## src/rtl/nibble_beat_packer_if.sv

```systemverilog
`default_nettype none
// ============================================================================
// Module      : nibble_beat_packer_if
// Description : Nibble-stream input and beat-strobe output bundle.
// Revision    : 1.0 - initial release
// ============================================================================
interface nibble_beat_packer_if;
    logic        nib_valid;
    logic [3:0]  nib_data;
    logic        nib_sof;
    logic        nib_eof;
    logic        nib_ready;
    logic [15:0] data_final;
    logic        beat_valid;
    logic        beat_last;
    logic        err;
    logic        err_clr;

    modport master (
        output nib_valid, nib_data, nib_sof, nib_eof, err_clr,
        input  nib_ready, data_final, beat_valid, beat_last, err
    );

    modport slave (
        input  nib_valid, nib_data, nib_sof, nib_eof, err_clr,
        output nib_ready, data_final, beat_valid, beat_last, err
    );
endinterface
`default_nettype wire

```

## src/rtl/nibble_beat_packer.sv

```systemverilog
`default_nettype none
// ============================================================================
// Module      : nibble_beat_packer
// Description : Packs framed 4-bit nibbles little-endian into 16-bit beats.
// Revision    : 1.0 - initial release
// ============================================================================
module nibble_beat_packer #(
    parameter int         MAX_BEATS  = 16,
    parameter logic [3:0] PAD_NIBBLE = 4'h0
) (
    input  logic                   clk,
    input  logic                   rst_b,
    nibble_beat_packer_if.slave    bus
);

    localparam int                 C_CNT_W     = $clog2(MAX_BEATS + 1);
    localparam logic [C_CNT_W-1:0] C_MAX_BEATS = C_CNT_W'(MAX_BEATS);
    localparam logic [15:0]        C_PAD_BEAT  = {4{PAD_NIBBLE}};

    typedef enum logic [1:0] {
        S_IDLE = 2'd0,
        S_FILL = 2'd1,
        S_DROP = 2'd2,
        S_GAP  = 2'd3
    } state_t;

    state_t               r_state, w_state_nxt;
    logic [1:0]           r_slot, w_slot_nxt;
    logic [C_CNT_W-1:0]   r_cnt, w_cnt_nxt, w_cnt_inc;
    logic [15:0]          r_acc, w_acc_nxt, w_acc_ins;
    logic [15:0]          r_data_final, w_data_final_nxt;
    logic                 r_beat_valid, w_beat_valid_nxt;
    logic                 r_beat_last, w_beat_last_nxt;
    logic                 r_err, w_err_nxt, w_err_set;
    logic                 w_ready, w_fire;

    assign w_ready   = (r_state != S_GAP);
    assign w_fire    = bus.nib_valid & w_ready;
    assign w_cnt_inc = r_cnt + 1'b1;

    // Accumulator starts every beat as all-pad, so unused upper slots come out padded.
    always_comb begin
        w_acc_ins = r_acc;
        w_acc_ins[{r_slot, 2'b00} +: 4] = bus.nib_data;
    end

    always_ff @(posedge clk or negedge rst_b) begin
        if (!rst_b) begin
            r_state      <= S_IDLE;
            r_slot       <= 2'd0;
            r_cnt        <= '0;
            r_acc        <= C_PAD_BEAT;
            r_data_final <= 16'h0000;
            r_beat_valid <= 1'b0;
            r_beat_last  <= 1'b1;
            r_err        <= 1'b0;
        end else begin
            r_state      <= w_state_nxt;
            r_slot       <= w_slot_nxt;
            r_cnt        <= w_cnt_nxt;
            r_acc        <= w_acc_nxt;
            r_data_final <= w_data_final_nxt;
            r_beat_valid <= w_beat_valid_nxt;
            r_beat_last  <= w_beat_last_nxt;
            r_err        <= w_err_nxt;
        end
    end

    always_comb begin
        w_state_nxt      = r_state;
        w_slot_nxt       = r_slot;
        w_cnt_nxt        = r_cnt;
        w_acc_nxt        = r_acc;
        w_data_final_nxt = r_data_final;
        w_beat_valid_nxt = 1'b0;
        w_beat_last_nxt  = r_beat_last;
        w_err_set        = 1'b0;

        case (r_state)
            S_IDLE: begin
                if (w_fire) begin
                    if (bus.nib_sof) begin
                        if (bus.nib_eof) begin
                            w_data_final_nxt = w_acc_ins;
                            w_beat_valid_nxt = 1'b1;
                            w_beat_last_nxt  = 1'b1;
                            w_state_nxt      = S_GAP;
                        end else begin
                            w_acc_nxt   = w_acc_ins;
                            w_slot_nxt  = 2'd1;
                            w_state_nxt = S_FILL;
                        end
                    end else begin
                        w_err_set = 1'b1;
                    end
                end
            end
            S_FILL: begin
                if (w_fire) begin
                    if (bus.nib_sof) begin
                        w_err_set = 1'b1;
                    end
                    if ((r_slot == 2'd3) || bus.nib_eof) begin
                        w_data_final_nxt = w_acc_ins;
                        w_beat_valid_nxt = 1'b1;
                        w_cnt_nxt        = w_cnt_inc;
                        w_acc_nxt        = C_PAD_BEAT;
                        w_slot_nxt       = 2'd0;
                        if (bus.nib_eof) begin
                            w_beat_last_nxt = 1'b1;
                            w_state_nxt     = S_GAP;
                        end else if (w_cnt_inc == C_MAX_BEATS) begin
                            w_beat_last_nxt = 1'b1;
                            w_err_set       = 1'b1;
                            w_state_nxt     = S_DROP;
                        end else begin
                            w_beat_last_nxt = 1'b0;
                        end
                    end else begin
                        w_acc_nxt  = w_acc_ins;
                        w_slot_nxt = r_slot + 2'd1;
                    end
                end
            end
            S_DROP: begin
                if (w_fire && bus.nib_eof) begin
                    w_state_nxt = S_GAP;
                end
            end
            default: begin
                w_slot_nxt  = 2'd0;
                w_cnt_nxt   = '0;
                w_acc_nxt   = C_PAD_BEAT;
                w_state_nxt = S_IDLE;
            end
        endcase

        w_err_nxt = w_err_set ? 1'b1 : (bus.err_clr ? 1'b0 : r_err);
    end

    assign bus.nib_ready  = w_ready;
    assign bus.data_final = r_data_final;
    assign bus.beat_valid = r_beat_valid;
    assign bus.beat_last  = r_beat_last;
    assign bus.err        = r_err;

endmodule
`default_nettype wire

```

## src/flat_wrapper.sv

```systemverilog
// flat-port wrapper written by rule: the top's interface ports become plain ports
module nibble_beat_packer_flat 
#(
    parameter int         MAX_BEATS  = 16,
    parameter logic [3:0] PAD_NIBBLE = 4'h0
)
  (clk, rst_b, bus_nib_valid, bus_nib_data, bus_nib_sof, bus_nib_eof, bus_err_clr, bus_nib_ready, bus_data_final, bus_beat_valid, bus_beat_last, bus_err);
  nibble_beat_packer_if bus_i ();
  input  logic clk;
  input  logic rst_b;
  input wire logic [$bits(bus_i.nib_valid)-1:0] bus_nib_valid;
  input wire logic [$bits(bus_i.nib_data)-1:0] bus_nib_data;
  input wire logic [$bits(bus_i.nib_sof)-1:0] bus_nib_sof;
  input wire logic [$bits(bus_i.nib_eof)-1:0] bus_nib_eof;
  input wire logic [$bits(bus_i.err_clr)-1:0] bus_err_clr;
  output wire logic [$bits(bus_i.nib_ready)-1:0] bus_nib_ready;
  output wire logic [$bits(bus_i.data_final)-1:0] bus_data_final;
  output wire logic [$bits(bus_i.beat_valid)-1:0] bus_beat_valid;
  output wire logic [$bits(bus_i.beat_last)-1:0] bus_beat_last;
  output wire logic [$bits(bus_i.err)-1:0] bus_err;
  assign bus_i.nib_valid = bus_nib_valid;
  assign bus_i.nib_data = bus_nib_data;
  assign bus_i.nib_sof = bus_nib_sof;
  assign bus_i.nib_eof = bus_nib_eof;
  assign bus_i.err_clr = bus_err_clr;
  assign bus_nib_ready = bus_i.nib_ready;
  assign bus_data_final = bus_i.data_final;
  assign bus_beat_valid = bus_i.beat_valid;
  assign bus_beat_last = bus_i.beat_last;
  assign bus_err = bus_i.err;
  nibble_beat_packer #(.MAX_BEATS(MAX_BEATS), .PAD_NIBBLE(PAD_NIBBLE)) u_core (.clk(clk), .rst_b(rst_b), .bus(bus_i));
endmodule
```

## config.mk

```make
export PLATFORM = sky130hd
export DESIGN_NAME = nibble_beat_packer_flat
export DESIGN_NICKNAME = d
export VERILOG_FILES = /design/src/rtl/nibble_beat_packer_if.sv /design/src/rtl/nibble_beat_packer.sv /design/src/flat_wrapper.sv
export SDC_FILE = /design/constraint.sdc
export NUM_CORES = 1
export LEC_CHECK = 0
export BUFFER_PORTS_ARGS = -buffer_cell sky130_fd_sc_hd__buf_4
export CAP_MARGIN = 20
export CORE_MARGIN = 1
export CORE_UTILIZATION = 61
export CTS_BUF_LIST = sky130_fd_sc_hd__clkbuf_16
export DETAILED_ROUTE_END_ITERATION = 16
export PLACE_DENSITY_LB_ADDON = 0.08
export SKIP_CTS_REPAIR_TIMING = 1
export SKIP_LAST_GASP = 1
export SYNTH_ARGS = -nofsm -noshare
export SYNTH_HDL_FRONTEND = slang
export SYNTH_SLANG_ARGS = --single-unit
```

## constraint.sdc

```tcl
create_clock -name clk -period 4 [get_ports clk]
set_input_delay 0.6 -clock clk [delete_from_list [all_inputs] [get_ports clk]]
set_output_delay 0.6 -clock clk [all_outputs]
set_load 0.05 [all_outputs]
```

==> run metrics <==
Clk Latency, worst-skew pair=around 0.28 ns; clk_skew=just over 0.005 ns; most common cell in the netlist=dfrtp_1; Layout Nets=roughly 280; initial antenna violation count=0; routed wire length=roughly 4600 um; worst relative slew slack=0.532; Longest Clk Path Bufs=2; Via Count=roughly 1800; Routed wire per std cell=around 15 um; #FFs+latches synth=44; status=finished clean; area delta synth->final=14.3%; die width=around 64 um; post-synthesis sequential area ratio=0.465; Post-synth ARST share=1.00; DIE HEIGHT=approximately 64 um; final RePlAce weighted congestion=0.864; core footprint=between 3000 and 4000 sq um; top-area cell type share of the netlist area=0.454; Post-synth EDFFs=0; Fmax=453 MHz; vias in the first global route=roughly 1700; static leakage=0.00124 uW; GRT busiest layer=met2; hpwl dp=just over 3000 um; vias per cell=5.90; CTS tree=done; total gr overflow=0; PortBufs=29; Synth Net Count=261; Routed Antenna Nets=0; Synth area leaders=dfrtp_1 (45%), a21oi_1 (8.7%), a32o_1 (7.2%); Worst-Margin Slew=0.700 ns; H-tree depth=2; CP required=around 4.2 ns; full die area=roughly 4100 sq um; Pre-antenna DRT Iters=4; CTS buffer count=5; Ports=30; Top FF cell, synth=dfrtp_1; crit end category=register; row count=22; endpoints failing hold=0; Post-synth top cells=dfrtp_1 (43), a21oi_1 (41), nor2_1 (21); Peak VDD IR=about 0.56 mV; Starting DRT DRC Count=~180; largest net degree at the start of global routing=between 40 and 50; Synth Instances=240; RSZ-0062 raised after global routing=false; Tmin final=roughly 2.2 ns; met1 usage=0.340; final core utilization=0.734; Syn Area/Cell=about 9.9 sq um; power per cell area=~860 nW/um^2; CP max FO=19; GR Util met3=0.0500; HP Class=in2async; Root Driver=clkbuf_16; max-cap violation count=0; fin. max-slew vios=0; cell area after synthesis=around 2400 sq um; biggest area consumer among synthesized cells=dfrtp_1; CTS sink count=44; setup TNS=0 ns; Distinct cells, synth=41; layout cell share with drive strength beyond 1=0.194; GRT Total Usage=0.253; # setup viols final=0; Reg clk slew, reported paths=0.06 ns; Initial Utilization=0.642; Crit Path Class=reg2reg; critical path startpoint category=register; diode count=0; first-pass GRT wire length=between 7000 and 8000 um; met2 Track Usage GR=0.399; Yosys Warn Count=0; # DRC=0; CP arrival=about 2.4 ns; Period Utilization, post-route=0.552
critical path, stage by stage (launching register included):
cell,delay [ns]
dfrtp_1,0.41
inv_1,0.09
ha_1,0.53
nor2b_1,0.38
a21oi_1,0.21
a21o_1,0.19
nand2_1,0.15
a32o_1,0.18
layer usage:
| layer | up-vias | wire length (um) |
|---|---|---|
| met3 | 6 | 178 |
| li1 | 897 | - |
| met4 | 0 | 65 |
| met5 | - | 0 |
| met2 | 37 | 2230 |
| met1 | 896 | 2180 |
worst paths after layout:
check	cells after the start	end	from	slack, ns
max reg2reg	7	u_core.r_acc[5]	u_core.r_state[1]	1.79
min in group clk	1	u_core.r_acc[6]	u_core.r_acc[6]	0.48
max	7	u_core.r_acc[5]	u_core.r_state[1]	1.79
min	1	u_core.r_cnt[0]	rst_b	0.31
max in group asynchronous	1	u_core.r_acc[6]	rst_b	3.31
min reg2reg	1	u_core.r_acc[6]	u_core.r_acc[6]	0.48
per-stage QoR:
stage | setup WS, ns | power [uW] | area, sq um | hold slack, ns | std cells
after global placement | 1.59 | 1920 | 2560 | 0.465 | 302
after CTS | 1.55 | 2320 | 2700 | 0.326 | 310
after floorplan | 2.22 | 1660 | 2370 | 0.304 | 240
after detailed placement | 1.57 | 1940 | 2570 | 0.473 | 303
after global routing | 1.57 | 2490 | 2710 | 0.357 | 311
final | 1.79 | 2330 | 2710 | 0.314 | 311
cell type report:
cell class	instances	area, sq um
Clock buffer	5	125
Multi-Input combinational cell	172	1140
Timing Repair Buffer	32	235
Clock inverter	2	8.76
Tap cell	48	60.1
Fill cell	303	982
Inverter	8	30.0
Sequential cell	44	1100
state kept, by name (all words and copies together), names as in the netlist:
name and flops:
u_core.bus.beat_last 1, u_core.bus.beat_valid 1, u_core.bus.data_final 16, u_core.bus.err 1, u_core.r_acc 16, u_core.r_cnt 5, u_core.r_slot 2, u_core.r_state 2
cell usage in the layout (no fill, tap or decap), types with 2 or more instances in the layout:
cell type,n
a21oi_1,41
nor4bb_1,2
nand2_2,2
a21o_1,4
or4b_1,2
o21ai_0,6
a32o_1,17
mux2_2,2
dfrtp_1,43
nand3_1,8
inv_1,9
nand2_1,14
nor2_1,21
buf_4,30
clkbuf_16,5
ha_1,11
nor2b_1,20
and2_1,3
cell families after synthesis:
logic type / count (synthesis) / share of synthesized area
AOI/OAI and AO/OA: 78 / 0.226
adders and majority gates: 11 / 0.0581
buffers and inverters: 24 / 0.0512
DFF: 44 / 0.465
muxes: 2 / 0.00951
and+or+nand+nor: 81 / 0.190
report_power, final:
| group | internal (uW) | total [uW] | switching [uW] |
|---|---|---|---|
| clock | 224 | 374 | 150 |
| sequential | 595 | 694 | 99.0 |
| combinational | 421 | 1260 | 837 |
Note: power is estimated with default switching activity, not from simulation.
